File: config.mk
export PLATFORM = sky130hd
export DESIGN_NAME = fmap_writer
export DESIGN_NICKNAME = d
export VERILOG_FILES = /design/src/rtl/fmap_writer.sv
export SDC_FILE = /design/constraint.sdc
export NUM_CORES = 1
export LEC_CHECK = 0
export CAP_MARGIN = 10
export CELL_PAD_IN_SITES_DETAIL_PLACEMENT = 1
export CELL_PAD_IN_SITES_GLOBAL_PLACEMENT = 1
export CORE_MARGIN = 1
export CORE_UTILIZATION = 37
export DETAILED_ROUTE_END_ITERATION = 10
export PLACE_DENSITY_LB_ADDON = 0.1
export SYNTH_ARGS = -nofsm -noshare
export SYNTH_HDL_FRONTEND = slang
export SYNTH_SLANG_ARGS = --single-unit
File: constraint.sdc
create_clock -name clk -period 3.55 [get_ports clk]
set_input_delay 0.71 -clock clk [delete_from_list [all_inputs] [get_ports clk]]
set_output_delay 0.71 -clock clk [all_outputs]
set_load 0.01 [all_outputs]
File: src/rtl/fmap_writer.sv
// Row-major write-side address sequencer for a ROWS x COLS feature-map buffer.
// Define FMAP_WR_RELU_EN to clamp negative pixels to zero before they are written.
module fmap_writer #(
  parameter int DATA_W = 8,
  parameter int ROWS   = 8,
  parameter int COLS   = 8,
  parameter int ADDR_W = 6,
  localparam int RW = (ROWS > 1) ? $clog2(ROWS) : 1,
  localparam int CW = (COLS > 1) ? $clog2(COLS) : 1
) (
  input  logic              clk,
  input  logic              reset,
  input  logic              start,
  input  logic              in_valid,
  input  logic [DATA_W-1:0] in_data,
  output logic              in_ready,
  output logic              mem_we,
  output logic [ADDR_W-1:0] mem_addr,
  output logic [DATA_W-1:0] mem_wdata,
  input  logic              mem_ready,
  output logic [RW-1:0]     row,
  output logic [CW-1:0]     col,
  output logic              busy,
  output logic              frame_done
);

  typedef enum logic [1:0] {IDLE, RUN, DONE} state_t;

  state_t            state, state_nxt;
  logic              last;
  logic              accept;
  logic [DATA_W-1:0] pix;

  always_comb begin
`ifdef FMAP_WR_RELU_EN
    pix = in_data[DATA_W-1] ? '0 : in_data;
`else
    pix = in_data;
`endif
  end

  always_comb begin
    state_nxt = state;
    in_ready  = 1'b0;
    case (state)
      IDLE: if (start) state_nxt = RUN;
      RUN: begin
        // Output register refills in the same cycle it drains, so no bubble.
        in_ready = !last && (!mem_we || mem_ready);
        if (mem_we && mem_ready && last) state_nxt = DONE;
      end
      DONE:    state_nxt = IDLE;
      default: state_nxt = IDLE;
    endcase
  end

  assign accept     = in_valid && in_ready;
  assign busy       = (state != IDLE);
  assign frame_done = (state == DONE);

  always_ff @(posedge clk or posedge reset) begin
    if (reset) state <= IDLE;
    else       state <= state_nxt;
  end

  always_ff @(posedge clk or posedge reset) begin
    if (reset) begin
      mem_we    <= 1'b0;
      mem_addr  <= '0;
      mem_wdata <= '0;
      row       <= '0;
      col       <= '0;
      last      <= 1'b0;
    end else if (accept) begin
      mem_we    <= 1'b1;
      mem_addr  <= ADDR_W'(row) * ADDR_W'(COLS) + ADDR_W'(col);
      mem_wdata <= pix;
      if (col == CW'(COLS - 1)) begin
        col <= '0;
        if (row == RW'(ROWS - 1)) begin
          row  <= '0;
          last <= 1'b1;
        end else begin
          row <= row + RW'(1);
        end
      end else begin
        col <= col + CW'(1);
      end
    end else if (mem_we && mem_ready) begin
      // No refill: drain; if that was the final pixel the FSM moves to DONE.
      mem_we <= 1'b0;
      last   <= 1'b0;
    end
  end

endmodule
==> impl_metrics.toml, run 1 <==
[flow_run]
maxCapViolations = 0

[floorplan]
start_util = 0.388
rows = 19
die-area_um2 = 3090
die_height_um = 55.6
die_x_um = 55.6
pin_count = 37
coreArea_um2 = 2730

[yosys]
synth.distinct_cells = 19
ys.flop_type = "dfrtp_1"
synth_nets = 86
ys_seq_area_frac = 0.566
synth_warnings = 0
syn_area_um2 = 1060
ys_async_sr_fraction = 1.00
postSynthCellCount = 69
ys_ff_latch = 24
syn_avg_cell_area_um2 = 15.4
synth_edf_count = 0

[critical_path]
reg2reg_to = "row[2]$_DFFE_PP0P_"
crit_type = "in -> out"
arrival_ns = 2.23
required_ns = 2.84
critPathLaunchType = "input port"
end_kind = "output pin"
reg2reg_slack_ns = 1.83
critical_path_peak_fanout = 4
critPathCapture = "in_ready"
r2r-start = "col[0]$_DFFE_PP0N_"
cp-startpoint = "mem_ready"
r2r_cells = 5

[routing]
vias = 694
viasPerCell = 4.99
drc = 0
drt_iter0_markers = 10
antenna_left = 0
first_pass_iters = 2
wirelength_um = 2000
routedWlPerCell_um = 14.4

[timing]
min_period_over_period = 0.828
fmax_mhz = 340
setup-tns-final_ns = 0
rsz0062_at_grt = "no"
worst_slew_pin_slew_ns = 0.909
period_needed_ns = 2.94
holdWs_ns = 0.495
setup_viol = 0
skew_ns = 0.00515
hold_violations = 0
timing.slew.headroom = 0.393
slew_violations = 0

[min_path]
min_path_type = "reg -> reg"

[power]
clkPwrFrac = 0.147
vdd.ir_drop.worst_mv = 0.382
netSwitchingFraction = 0.295
p_per_area_nw_per_um2 = 647
leakage_nw = 0.683
power_frac_comb = 0.416
p_seq_frac = 0.437
switching_power_mw = 0.284
power.internal_mw = 0.677

[layout]
fill_cells = 283
nets = 126
syn_to_final_growth_pct = 40.0
post_route_cells_drive_above_1_share = 0.167
antennaDiodeCount = 0

[global_routing]
grt_antenna_before_repair = 0
grt_pass1_vias = 729
grt_max_degree = 25
grt_overflow = 0
groute.usage.overall = 0.147
grt_pass1_wl_um = 3430

[clock_network]
cts_resized = 0
path_clk_slew_ns = 0.12
cts_root_buffer = "clkbuf_4"
cts_buffer_depth = 2
ctsHoldBuffers = 0
h-tree-depth = 1
clk_latency_ns = 0.31
cts.sinks = 24
postCtsSetupBuffers = 0
numCtsBuffers = 3
cts_tree = "done"

[outcome]
status = "finished, final reports clean"

[placement]
place_congestion = 0.690
io_buffers = 36
hpwl_um = 1490
## worst min-delay path by stage
stage / end / slack (ns) / from / cells past startpoint
floorplan: state[0]$_DFFE_PP0P_ / 0.44 / state[1]$_DFFE_PP0P_ / 1
global placement: state[0]$_DFFE_PP0P_ / 0.47 / state[1]$_DFFE_PP0P_ / 1
detailed placement: state[0]$_DFFE_PP0P_ / 0.48 / state[1]$_DFFE_PP0P_ / 1
CTS: state[0]$_DFFE_PP0P_ / 0.50 / state[1]$_DFFE_PP0P_ / 1
global route: state[0]$_DFFE_PP0P_ / 0.51 / state[1]$_DFFE_PP0P_ / 1
finish: state[0]$_DFFE_PP0P_ / 0.49 / state[1]$_DFFE_PP0P_ / 1
## registers in the layout, indices dropped and copies added (netlist names)
| register | flops |
|---|---|
| col | 3 |
| mem_addr | 6 |
| row | 3 |
| mem_wdata | 8 |
| last | 1 |
| state | 2 |
| mem_we | 1 |
## cells in the mapped netlist (2+ instances only)
| cell type | count | area [um^2] |
|---|---|---|
| ha_1 | 4 | 50.1 |
| nor2b_1 | 2 | 12.5 |
| dfrtp_1 | 24 | 601 |
| nor2_1 | 4 | 15.0 |
| mux2_2 | 2 | 22.5 |
| mux2_4 | 9 | 135 |
| mux2_1 | 9 | 101 |
| nand2_1 | 3 | 11.3 |
| nand2b_1 | 2 | 12.5 |
## per-layer routing
layer  part of all wire  wire length [um]  GRT usage  vias to the layer above
li1                   -                 -          -                      323
met1               0.44               885      0.174                      350
met2               0.51              1010      0.250                       17
met3              0.030                61     0.0351                        4
met4              0.021                42     0.0750                        0
met5                  0                 0          0                        -
## cells by family (layout without fill, tap and decap cells)
group | Yosys count | in the layout | synth area share
DFF | 24 | 24 | 0.566
adders and majority gates | 4 | 4 | 0.0472
and+or+nand+nor | 17 | 17 | 0.111
buffers and inverters | 2 | 41 | 0.0141
AOI/OAI and AO/OA | 1 | 1 | 0.00826
muxes | 21 | 21 | 0.254
## layout by cell type, fill, tap and decap left out, drive strengths merged
cell and n:
nor4b 1, nand2b 2, or2 1, mux2i 1
dfrtp 24, inv 1, nor2 4, clkbuf 4
clkdlybuf4s50 36, nor3b 1, and4bb 1, ha 4
mux2 20, nand2 4, nor2b 2, nand3 1
a22o 1
## through the flow
step                std cells   util  total power, mW  cell area (um^2)  setup WS, ns
CTS                       139  0.543            0.984              1490         0.583
floorplan                  69      -            0.609              1060          1.61
finish                    139  0.543            0.961              1490         0.609
detailed placement        135  0.530            0.834              1450         0.598
global route              139  0.543             1.03              1490         0.548
global placement          135  0.530            0.814              1450         0.679
## critical path, stage by stage
cell and delay [ns]:
clkdlybuf4s50_1 0.50, nand2b_1 0.22, nor3b_1 0.23, clkdlybuf4s50_1 0.57
## power by group through the flow
stage | clock [mW] | combinational (mW) | sequential (mW)
3_3_place_gp | 0 | 0.393 | 0.420
3_5_place_dp | 0 | 0.406 | 0.428
6_report | 0.141 | 0.400 | 0.420
2_1_floorplan | 0 | 0.154 | 0.456
5_1_grt | 0.159 | 0.432 | 0.434
4_1_cts | 0.152 | 0.409 | 0.423
## area by class of cell
class | count | area, um^2 | share of cell area
timing repair buffer | 36 | 360 | 0.243
inverter | 1 | 3.75 | 0.00253
clock buffer | 4 | 36.3 | 0.0244
tap | 31 | 38.8 | 0.0261
multi-input combinational | 43 | 445 | 0.300
sequential | 24 | 601 | 0.404
No activity file was read; power rests on OpenSTA's default activity.
==> inputs of run 2 (changes only) <==
--- a/config.mk
+++ b/config.mk
@@ -9,7 +9,7 @@
 export CELL_PAD_IN_SITES_DETAIL_PLACEMENT = 1
 export CELL_PAD_IN_SITES_GLOBAL_PLACEMENT = 1
 export CORE_MARGIN = 1
-export CORE_UTILIZATION = 37
+export CORE_UTILIZATION = 35
 export DETAILED_ROUTE_END_ITERATION = 10
 export PLACE_DENSITY_LB_ADDON = 0.1
 export SYNTH_ARGS = -nofsm -noshare
==> constraint.sdc (replaced) <==
create_clock -name clk -period 2.8 [get_ports clk]
set_input_delay 0.56 -clock clk [delete_from_list [all_inputs] [get_ports clk]]
set_output_delay 0.56 -clock clk [all_outputs]
set_load 0.01 [all_outputs]
==> impl_metrics.toml, run 2 (synthesis gave the netlist of run 1 again) <==
[routing]
drc = 2
routedWlPerCell_um = 14.6
drt_iter0_markers = 9
first_pass_iters = 7
wirelength_um = 2070
vias = 696
viasPerCell = 4.94
antenna_left = 0

[timing]
rsz0062_at_grt = "no"
setup_viol = 0
fin_ws_ns = 0.297
hold_violations = 0
worst_slew_pin_slew_ns = 0.348
timing.slew.headroom = 0.767
holdWs_ns = 0.498
slew_violations = 0
setup-tns-final_ns = 0
fmax_mhz = 400
period_needed_ns = 2.50
skew_ns = 0.00167
min_period_over_period = 0.894

[global_routing]
groute.usage.overall = 0.148
use_met1 = 0.193
use_met3 = 0.0272
grt_overflow = 0
gr-max-usage-layer = "met2"
gr-usage-met2 = 0.245
grt_pass1_wl_um = 3730
grt_max_degree = 25
grt_pass1_vias = 788
grt_antenna_before_repair = 0

[critical_path]
r2r-start = "col[0]$_DFFE_PP0N_"
r2r_cells = 5
crit_chain = "clkdlybuf4s50_1 -> nand2b_1 -> nor3b_1 -> clkdlybuf4s50_1"
cp_top_family = "buffers and inverters"
critPathLaunchType = "input port"
crit_slowest_cell = "clkdlybuf4s50_1"
reg2reg_to = "row[1]$_DFFE_PP0P_"
cp_common_cell = "clkdlybuf4s50_1"
crit_type = "in -> out"
cp.buffers_inverters = 2
arrival_ns = 1.94
required_ns = 2.24
cpPeakStageDelay_ns = 0.56
reg2reg_slack_ns = 1.08
cp_num_cells = 4
end_kind = "output pin"
critical_path_peak_fanout = 3

[placement]
io_buffers = 36
place_congestion = 0.701
place_area_um2 = 1460
post-place-ws_ns = 0.284
hpwl_um = 1550

[layout]
ff_latch_area_um2 = 601
antennaDiodeCount = 0
syn_to_final_growth_pct = 41.4
design_area_um2 = 1500
layout_common_cells = "clkdlybuf4s50_1, dfrtp_1, mux2_4, mux2_1"
multiInputGateArea_um2 = 445
top_register = "mem_wdata"
post_route_cells_drive_above_1_share = 0.182
nets = 128
reg_top3 = "mem_wdata: 8 flops, mem_addr: 6 flops"
layout_commonest_cell = "clkdlybuf4s50_1"
largest_register_ffs = 8
fill_cells = 289

[min_path]
hold_end = "state[0]$_DFFE_PP0P_"
hp-start = "state[1]$_DFFE_PP0P_"
min_path_cells = 1
min_path_type = "reg -> reg"

[floorplan]
pin_count = 37
start_util = 0.378
die_height_um = 57.1
die_x_um = 57.1
rows = 19
coreArea_um2 = 2810
die-area_um2 = 3260

[power]
power.internal_mw = 0.861
p_per_area_nw_per_um2 = 813
p_seq_frac = 0.436
netSwitchingFraction = 0.294
clkPwrFrac = 0.146
leakage_nw = 0.692
switching_power_mw = 0.358
power_frac_comb = 0.418
power_mw = 1.22
vdd.ir_drop.worst_mv = 0.399

[outcome]
status = "finished with violations"
violations = "design-rule violations"

[clock_network]
h-tree-depth = 1
cts_buffer_depth = 2
ctsHoldBuffers = 0
clk_latency_ns = 0.30
cts_resized = 0
postCtsSetupBuffers = 0
path_clk_slew_ns = 0.13
numCtsBuffers = 3
cts_tree = "done"
cts_root_buffer = "clkbuf_4"
cts.sinks = 24

[flow_run]
maxCapViolations = 0
## run 2: power groups by stage
stage | logic (mW) | registers (mW) | clock network [mW]
6_report | 0.510 | 0.532 | 0.178
5_1_grt | 0.556 | 0.552 | 0.204
4_1_cts | 0.521 | 0.535 | 0.191
3_5_place_dp | 0.519 | 0.542 | 0
3_3_place_gp | 0.499 | 0.533 | 0
2_1_floorplan | 0.195 | 0.578 | 0
## run 2: through the flow
stage | utilization | instances
6_report | 0.535 | 141
5_1_grt | 0.535 | 141
4_1_cts | 0.535 | 141
3_5_place_dp | 0.522 | 137
3_3_place_gp | 0.522 | 137
2_1_floorplan | - | 69
## run 2: per-layer routing
layer  vias to the layer above  part of all wire
met2                        18              0.52
met3                         2             0.038
met5                         -                 0
met4                         0            0.0077
li1                        326                 -
met1                       350              0.43
## run 2: how the worst max path moves through the flow
stage,slack (ns),startpoint,to
final,0.30,mem_ready,in_ready
after global routing,0.23,mem_ready,in_ready
after CTS,0.29,mem_ready,in_ready
after detailed placement,0.28,mem_ready,in_ready
after global placement,0.36,mem_ready,in_ready
after floorplan,1.16,mem_ready,in_ready
## run 2: area by class of cell
type	instances	share of cell area
clock buffers	4	0.0242
inverters	1	0.00250
multi-input cells	43	0.297
flip-flops and latches	24	0.400
well taps	31	0.0259
repair buffers	38	0.250
==> inputs of run 3 (changes only) <==
--- a/config.mk
+++ b/config.mk
@@ -5,12 +5,13 @@
 export SDC_FILE = /design/constraint.sdc
 export NUM_CORES = 1
 export LEC_CHECK = 0
-export CAP_MARGIN = 10
+export CAP_MARGIN = 40
 export CELL_PAD_IN_SITES_DETAIL_PLACEMENT = 1
 export CELL_PAD_IN_SITES_GLOBAL_PLACEMENT = 1
 export CORE_MARGIN = 1
 export CORE_UTILIZATION = 35
 export DETAILED_ROUTE_END_ITERATION = 10
+export GPL_TIMING_DRIVEN = 0
 export PLACE_DENSITY_LB_ADDON = 0.1
 export SYNTH_ARGS = -nofsm -noshare
 export SYNTH_HDL_FRONTEND = slang
==> impl_metrics.toml, run 3 (synthesis gave the netlist of run 1 again) <==
[critical_path]
end_kind = "output pin"
critPathLaunchType = "input port"
reg2reg_slack_ns = 1.07
crit_type = "in -> out"
required_ns = 2.24
r2r-start = "col[0]$_DFFE_PP0N_"
critical_path_peak_fanout = 4
arrival_ns = 2.05
r2r_cells = 5
reg2reg_to = "row[1]$_DFFE_PP0P_"

[timing]
rsz0062_at_grt = "no"
worst_slew_pin_slew_ns = 0.470
hold_violations = 0
fmax_mhz = 383
setup-tns-final_ns = 0
min_period_over_period = 0.933
skew_ns = 0.00148
slew_violations = 0
setup_viol = 0
period_needed_ns = 2.61
timing.slew.headroom = 0.687

[clock_network]
cts_root_buffer = "clkbuf_4"
cts_resized = 0
numCtsBuffers = 3
cts.sinks = 24
ctsHoldBuffers = 0
postCtsSetupBuffers = 0
cts_buffer_depth = 2
cts_tree = "done"
path_clk_slew_ns = 0.12
clk_latency_ns = 0.30
h-tree-depth = 1

[routing]
vias = 693
wirelength_um = 2030
first_pass_iters = 7
drt_iter0_markers = 7
antenna_left = 0
viasPerCell = 4.95
drc = 2
routedWlPerCell_um = 14.5

[floorplan]
die-area_um2 = 3260
die_x_um = 57.1
die_height_um = 57.1
rows = 19
start_util = 0.378
coreArea_um2 = 2810
pin_count = 37

[global_routing]
grt_max_degree = 16
groute.usage.overall = 0.139
grt_pass1_wl_um = 3460
grt_pass1_vias = 763
grt_antenna_before_repair = 0
grt_overflow = 0

[layout]
nets = 128
layout_common_cells = "clkdlybuf4s50_1, dfrtp_1, mux2_4, mux2_1"
ff_latch_area_um2 = 601
fill_cells = 295
post_route_cells_drive_above_1_share = 0.174
layout_commonest_cell = "clkdlybuf4s50_1"
antennaDiodeCount = 0
syn_to_final_growth_pct = 42.3
reg_top3 = "mem_wdata: 8 flops, mem_addr: 6 flops"
multiInputGateArea_um2 = 445
top_register = "mem_wdata"
largest_register_ffs = 8

[outcome]
status = "finished with violations"
violations = "design-rule violations"

[placement]
io_buffers = 36
hpwl_um = 1540
place_congestion = 0.746

[min_path]
hold_end = "state[0]$_DFFE_PP0P_"
min_path_cells = 1
min_path_type = "reg -> reg"
hp-start = "state[1]$_DFFE_PP0P_"

[power]
vdd.ir_drop.worst_mv = 0.355
p_per_area_nw_per_um2 = 788
leakage_nw = 0.695
power_mw = 1.19

[flow_run]
maxCapViolations = 0
-- run 3: cell count changes in the layout (fill, tap and decap cells not counted) --
cell	before	now
clkbuf_8	1	0
buf_4	2	0
buf_6	0	1
buf_16	0	1
-- run 3: metrics by stage --
step	hold WS (ns)	setup slack (ns)	cells	util	area, um^2
after CTS	0.513	0.159	140	0.538	1510
after global routing	0.537	0.113	140	0.538	1510
after detailed placement	0.482	0.163	137	0.530	1490
after global placement	0.468	0.178	136	0.521	1460
after floorplan	0.438	1.16	69	-	1060
final	0.504	0.187	140	0.538	1510
-- run 3: report_power, final --
part	leakage, nW	internal [mW]	switching, mW
registers	0.289	0.452	0.0813
logic	0.392	0.333	0.177
clock network	0.0138	0.0502	0.0972
total	0.695	0.835	0.355
-- run 3: worst max-delay path by stage --
stage	startpoint	to	depth (start not counted)	slack [ns]
after CTS	mem_ready	in_ready	4	0.16
final	mem_ready	in_ready	4	0.19
after floorplan	mem_ready	in_ready	2	1.16
after global routing	mem_ready	in_ready	4	0.11
after global placement	mem_ready	in_ready	4	0.18
after detailed placement	mem_ready	in_ready	4	0.16
-- run 3: layer usage --
layer	vias to the layer above	track usage	wire length, um
li1	322	-	-
met3	2	0.0317	89
met2	18	0.239	1030
met5	-	0	0
met4	0	0.0418	16
met1	351	0.176	895
-- run 3: critical path, stage by stage --
cell             delay (ns)
clkdlybuf4s50_1        0.49
nand2b_1               0.23
nor3b_1                0.21
clkdlybuf4s50_1        0.56
-- run 3: layout make-up --
cell class / instances / share of cell area
timing repair buffer: 37 / 0.257
buffer: 1 / 0.00746
clock buffer: 3 / 0.0149
tap: 31 / 0.0257
sequential: 24 / 0.398
multi-input combinational: 43 / 0.295
inverter: 1 / 0.00249
==> patch 1, RTL diff (flow settings as in run 2) <==
Build with the macro `FMAP_WR_RELU_EN` defined.
--- a/src/rtl/fmap_writer.sv
+++ b/src/rtl/fmap_writer.sv
@@ -2,2 +2,4 @@
 // Define FMAP_WR_RELU_EN to clamp negative pixels to zero before they are written.
+`define FMAP_WR_RELU_EN
+
 module fmap_writer #(
Check against the original RTL: not equivalent (Yosys sat finds a counterexample within 4 cycles, from zero or initial values and one cycle with reset high).
==> patch 1 against run 2 <==
Synthesized area increased by 4.4%; total power decreased by 3.8%; clock skew increased by 0.0029 ns; routed wire length decreased by 3.1%; core utilization decreased by 3.3 points; critical path depth unchanged; setup slack got worse by 0.019 ns; non-clock buffer count decreased by 2; first-iteration DRC count decreased by 67%; sequential cell count decreased by 1; final area increased by 1.3%; via count increased by 4.3%; critical endpoint unchanged.
==> patch 1: results (changes against run 2) <==
[routing]
postRouteWirelength_um = 2000  ; -3.1%
vias = 726  ; +4.3%
met2WireLength_um = 939  ; -13%
drt_first_pass_iters = 3  ; -4
drt-initial-drc-count = 3  ; -6

[synth]
synthesis.nets = 93  ; +8.1%
ys_top_cells_by_count = sky130_fd_sc_hd__dfrtp_1 (23), sky130_fd_sc_hd__mux2_4 (12), sky130_fd_sc_hd__nor2b_1 (8)
sequential_to_total_area_share_from_yosys_stat = 0.520  ; -0.0463
synth-adder-area-share = 0.0452  ; -0.00197
yosys-mux-area-fraction = 0.243  ; -0.0106
synth.top_cells.by_area = sky130_fd_sc_hd__dfrtp_1 (52%), sky130_fd_sc_hd__mux2_4 (16%), sky130_fd_sc_hd__mux2_2 (7.1%)

[global_routing]
groute.layer.met3.usage = 0.0290  ; +0.00181
grt_first_pass_wirelength_um = 3380  ; -9.3%
grtUsageMet1 = 0.178  ; -0.0151
gr-usage-all-layers = 0.133  ; -0.0141
grt_start_max_net_pins = 24  ; -4.0%

[placed_design]
routabilityCongestion = 0.689  ; -1.7%
io_buffers = 35  ; -2.8%
detailed_place_hpwl_um = 1470  ; -5.2%
placedInstanceArea_um2 = 1490  ; +2.0%
dpl_worst_slack_ns = 0.288  ; +0.00318 ns

[pwr]
leakage_nw = 0.700  ; +1.1%
power.switching_fraction = 0.295  ; +0.00133
max-vdd-ir-drop_uv = 303  ; -24%

[outcome]
run_status = finished, final reports clean

[final_layout]
biggest_registers_after_layout = mem_wdata (7), mem_addr (6)
layout-drive-gt1-share = 0.246  ; +0.0638
fill_cells = 322  ; +11%

[sta]
finalClockSkew_ns = 0.00461  ; +0.00294 ns

[setup_path]
critPathArrivalTime_ns = 1.96  ; +0.02 ns

==> patch 1: cell count changes in the layout (fill, tap and decap cells not counted), sizes merged <==
cell / change
nor2b: +6
and2b: +1
buf: -1
clkdlybuf4s50: -1
conb: +1
dfrtp: -1
mux2: -1
nand2b: -1
or2b: +1
==> patch 1: cell type report <==
cell class                      instances  area (µm²)  share of cell area
Sequential cell                        23         576               0.379
Timing Repair Buffer                   36         358               0.236
Multi-Input combinational cell         50         500               0.329
Tap cell                               44        55.1              0.0362
Inverter                                1        3.75             0.00247
Clock buffer                            4        26.3              0.0173
==> patch 1: power by group through the flow <==
stage	Combinational [W]	Sequential, W	Clock, W
finish	0.000510	0.000508	0.000155
global route	0.000558	0.000527	0.000177
CTS	0.000520	0.000512	0.000162
detailed placement	0.000518	0.000520	0
global placement	0.000508	0.000513	0
floorplan	0.000223	0.000554	0
==> patch 1: final timing paths <==
kind,start,end,slack (ns),depth (start not counted)
max,mem_ready,in_ready,0.28,4
min,state[1]$_DFFE_PP0P_,state[0]$_DFFE_PP0P_,0.49,1
max reg2reg,col[0]$_DFFE_PP0N_,row[0]$_DFFE_PP0P_,1.08,5
min reg2reg,state[1]$_DFFE_PP0P_,state[0]$_DFFE_PP0P_,0.49,1
max in group asynchronous,reset,col[1]$_DFFE_PP0N_,1.98,3
min in group asynchronous,reset,mem_wdata[6]$_DFFE_PP0N_,0.58,3
==> patch 1: through the flow <==
step | hold slack (ns) | power (W)
2_1_floorplan | 0.439 | 0.000777
3_3_place_gp | 0.474 | 0.00102
3_5_place_dp | 0.479 | 0.00104
4_1_cts | 0.495 | 0.00119
5_1_grt | 0.525 | 0.00126
6_report | 0.489 | 0.00117
==> patch 2, RTL diff (flow settings as in run 2) <==
Without the edit above. Reset style: synchronous (`reset`), changed in 2 clocked blocks.
--- a/src/rtl/fmap_writer.sv
+++ b/src/rtl/fmap_writer.sv
@@ -60,3 +60,3 @@
 
-  always_ff @(posedge clk or posedge reset) begin
+  always_ff @(posedge clk) begin
     if (reset) state <= IDLE;
@@ -65,3 +65,3 @@
 
-  always_ff @(posedge clk or posedge reset) begin
+  always_ff @(posedge clk) begin
     if (reset) begin
Check against the original RTL: differs if reset is asserted again (counterexample within 4 cycles, from zero or initial values and one cycle with reset high); with reset held inactive, the same outputs for 10 cycles.
==> patch 2 against run 2 <==
The run still ends with design-rule violations left; setup slack better by 0.045 ns; critical endpoint unchanged; largest cell class is now multi-input combinational cells; synthesized area is 0.47% higher; sequential cell count stayed put; routed wire length is 26% higher; via count is 33% higher; final area is 1.5% lower.
Power is not compared: it rests on default switching activity, and its combinational part moved more than twofold at a synthesized area within 25%.
==> patch 2: results (changes against run 2) <==
[cts]
clk_latency_ns = 0.32  ; +0.02 ns

[global_routing]
groute.layer.met2.usage = 0.336  ; +0.0908
gr-usage-all-layers = 0.178  ; +0.0308
via_count_of_the_first_global_routing_pass = 994  ; +26%
grt_start_max_net_pins = 24  ; -4.0%
grt_first_pass_wirelength_um = 4440  ; +19%

[outcome]
run_status = finished, violations left
violations = design-rule violations

[placed_design]
numPlacedInstances = 172  ; +26%
detailed_place_hpwl_um = 1820  ; +17%

[synth]
sequential_to_total_area_share_from_yosys_stat = 0.451  ; -0.115
ys_top_cells_by_count = sky130_fd_sc_hd__dfxtp_1 (24), sky130_fd_sc_hd__nand2_1 (15), sky130_fd_sc_hd__nand2b_1 (11)
synthesis.nets = 127  ; +48%
synth_cell_types = 27  ; +8

[setup_path]
reg2reg_setup_slack_ns = 1.24  ; +0.16 ns
critical_path_peak_fanout = 4  ; +1
regToRegStartpoint = col[0]$_SDFFE_PP0N_
critPathArrivalTime_ns = 1.90  ; -0.04 ns

[sta]
max-slew-margin-rel = 0.519  ; -0.248
finalClockSkew_ns = 0.00613  ; +0.00446 ns

[final_layout]
layout.nets = 163  ; +27%
multi_input_area_share = 0.373  ; +0.0757
flow.area_growth_from_synthesis_pct = 38.6

[routing]
wl_met1_um = 1120  ; +25%
remaining_drc_errors = 4  ; +2

==> patch 2: cell count changes after synthesis, moves of 10 or more <==
cell / delta
sky130_fd_sc_hd__a21oi_1: +10
sky130_fd_sc_hd__dfxtp_1: +24
sky130_fd_sc_hd__dfrtp_1: -24
sky130_fd_sc_hd__nand2_1: +12
==> patch 2: worst reg2reg max path, cell delays in order (launching register included) <==
cell	delay, ns
sky130_fd_sc_hd__dfxtp_1	0.42
sky130_fd_sc_hd__ha_1	0.17
sky130_fd_sc_hd__ha_1	0.21
sky130_fd_sc_hd__nand2_1	0.11
sky130_fd_sc_hd__nor4_4	0.33
sky130_fd_sc_hd__mux2i_1	0.25
==> patch 2: kinds of logic after synthesis <==
logic type	synth area share
and+or+nand+nor	0.241
AOI/OAI and AO/OA	0.144
DFF	0.451
adders and majority gates	0.0470
buffers and inverters	0.0329
muxes	0.0845
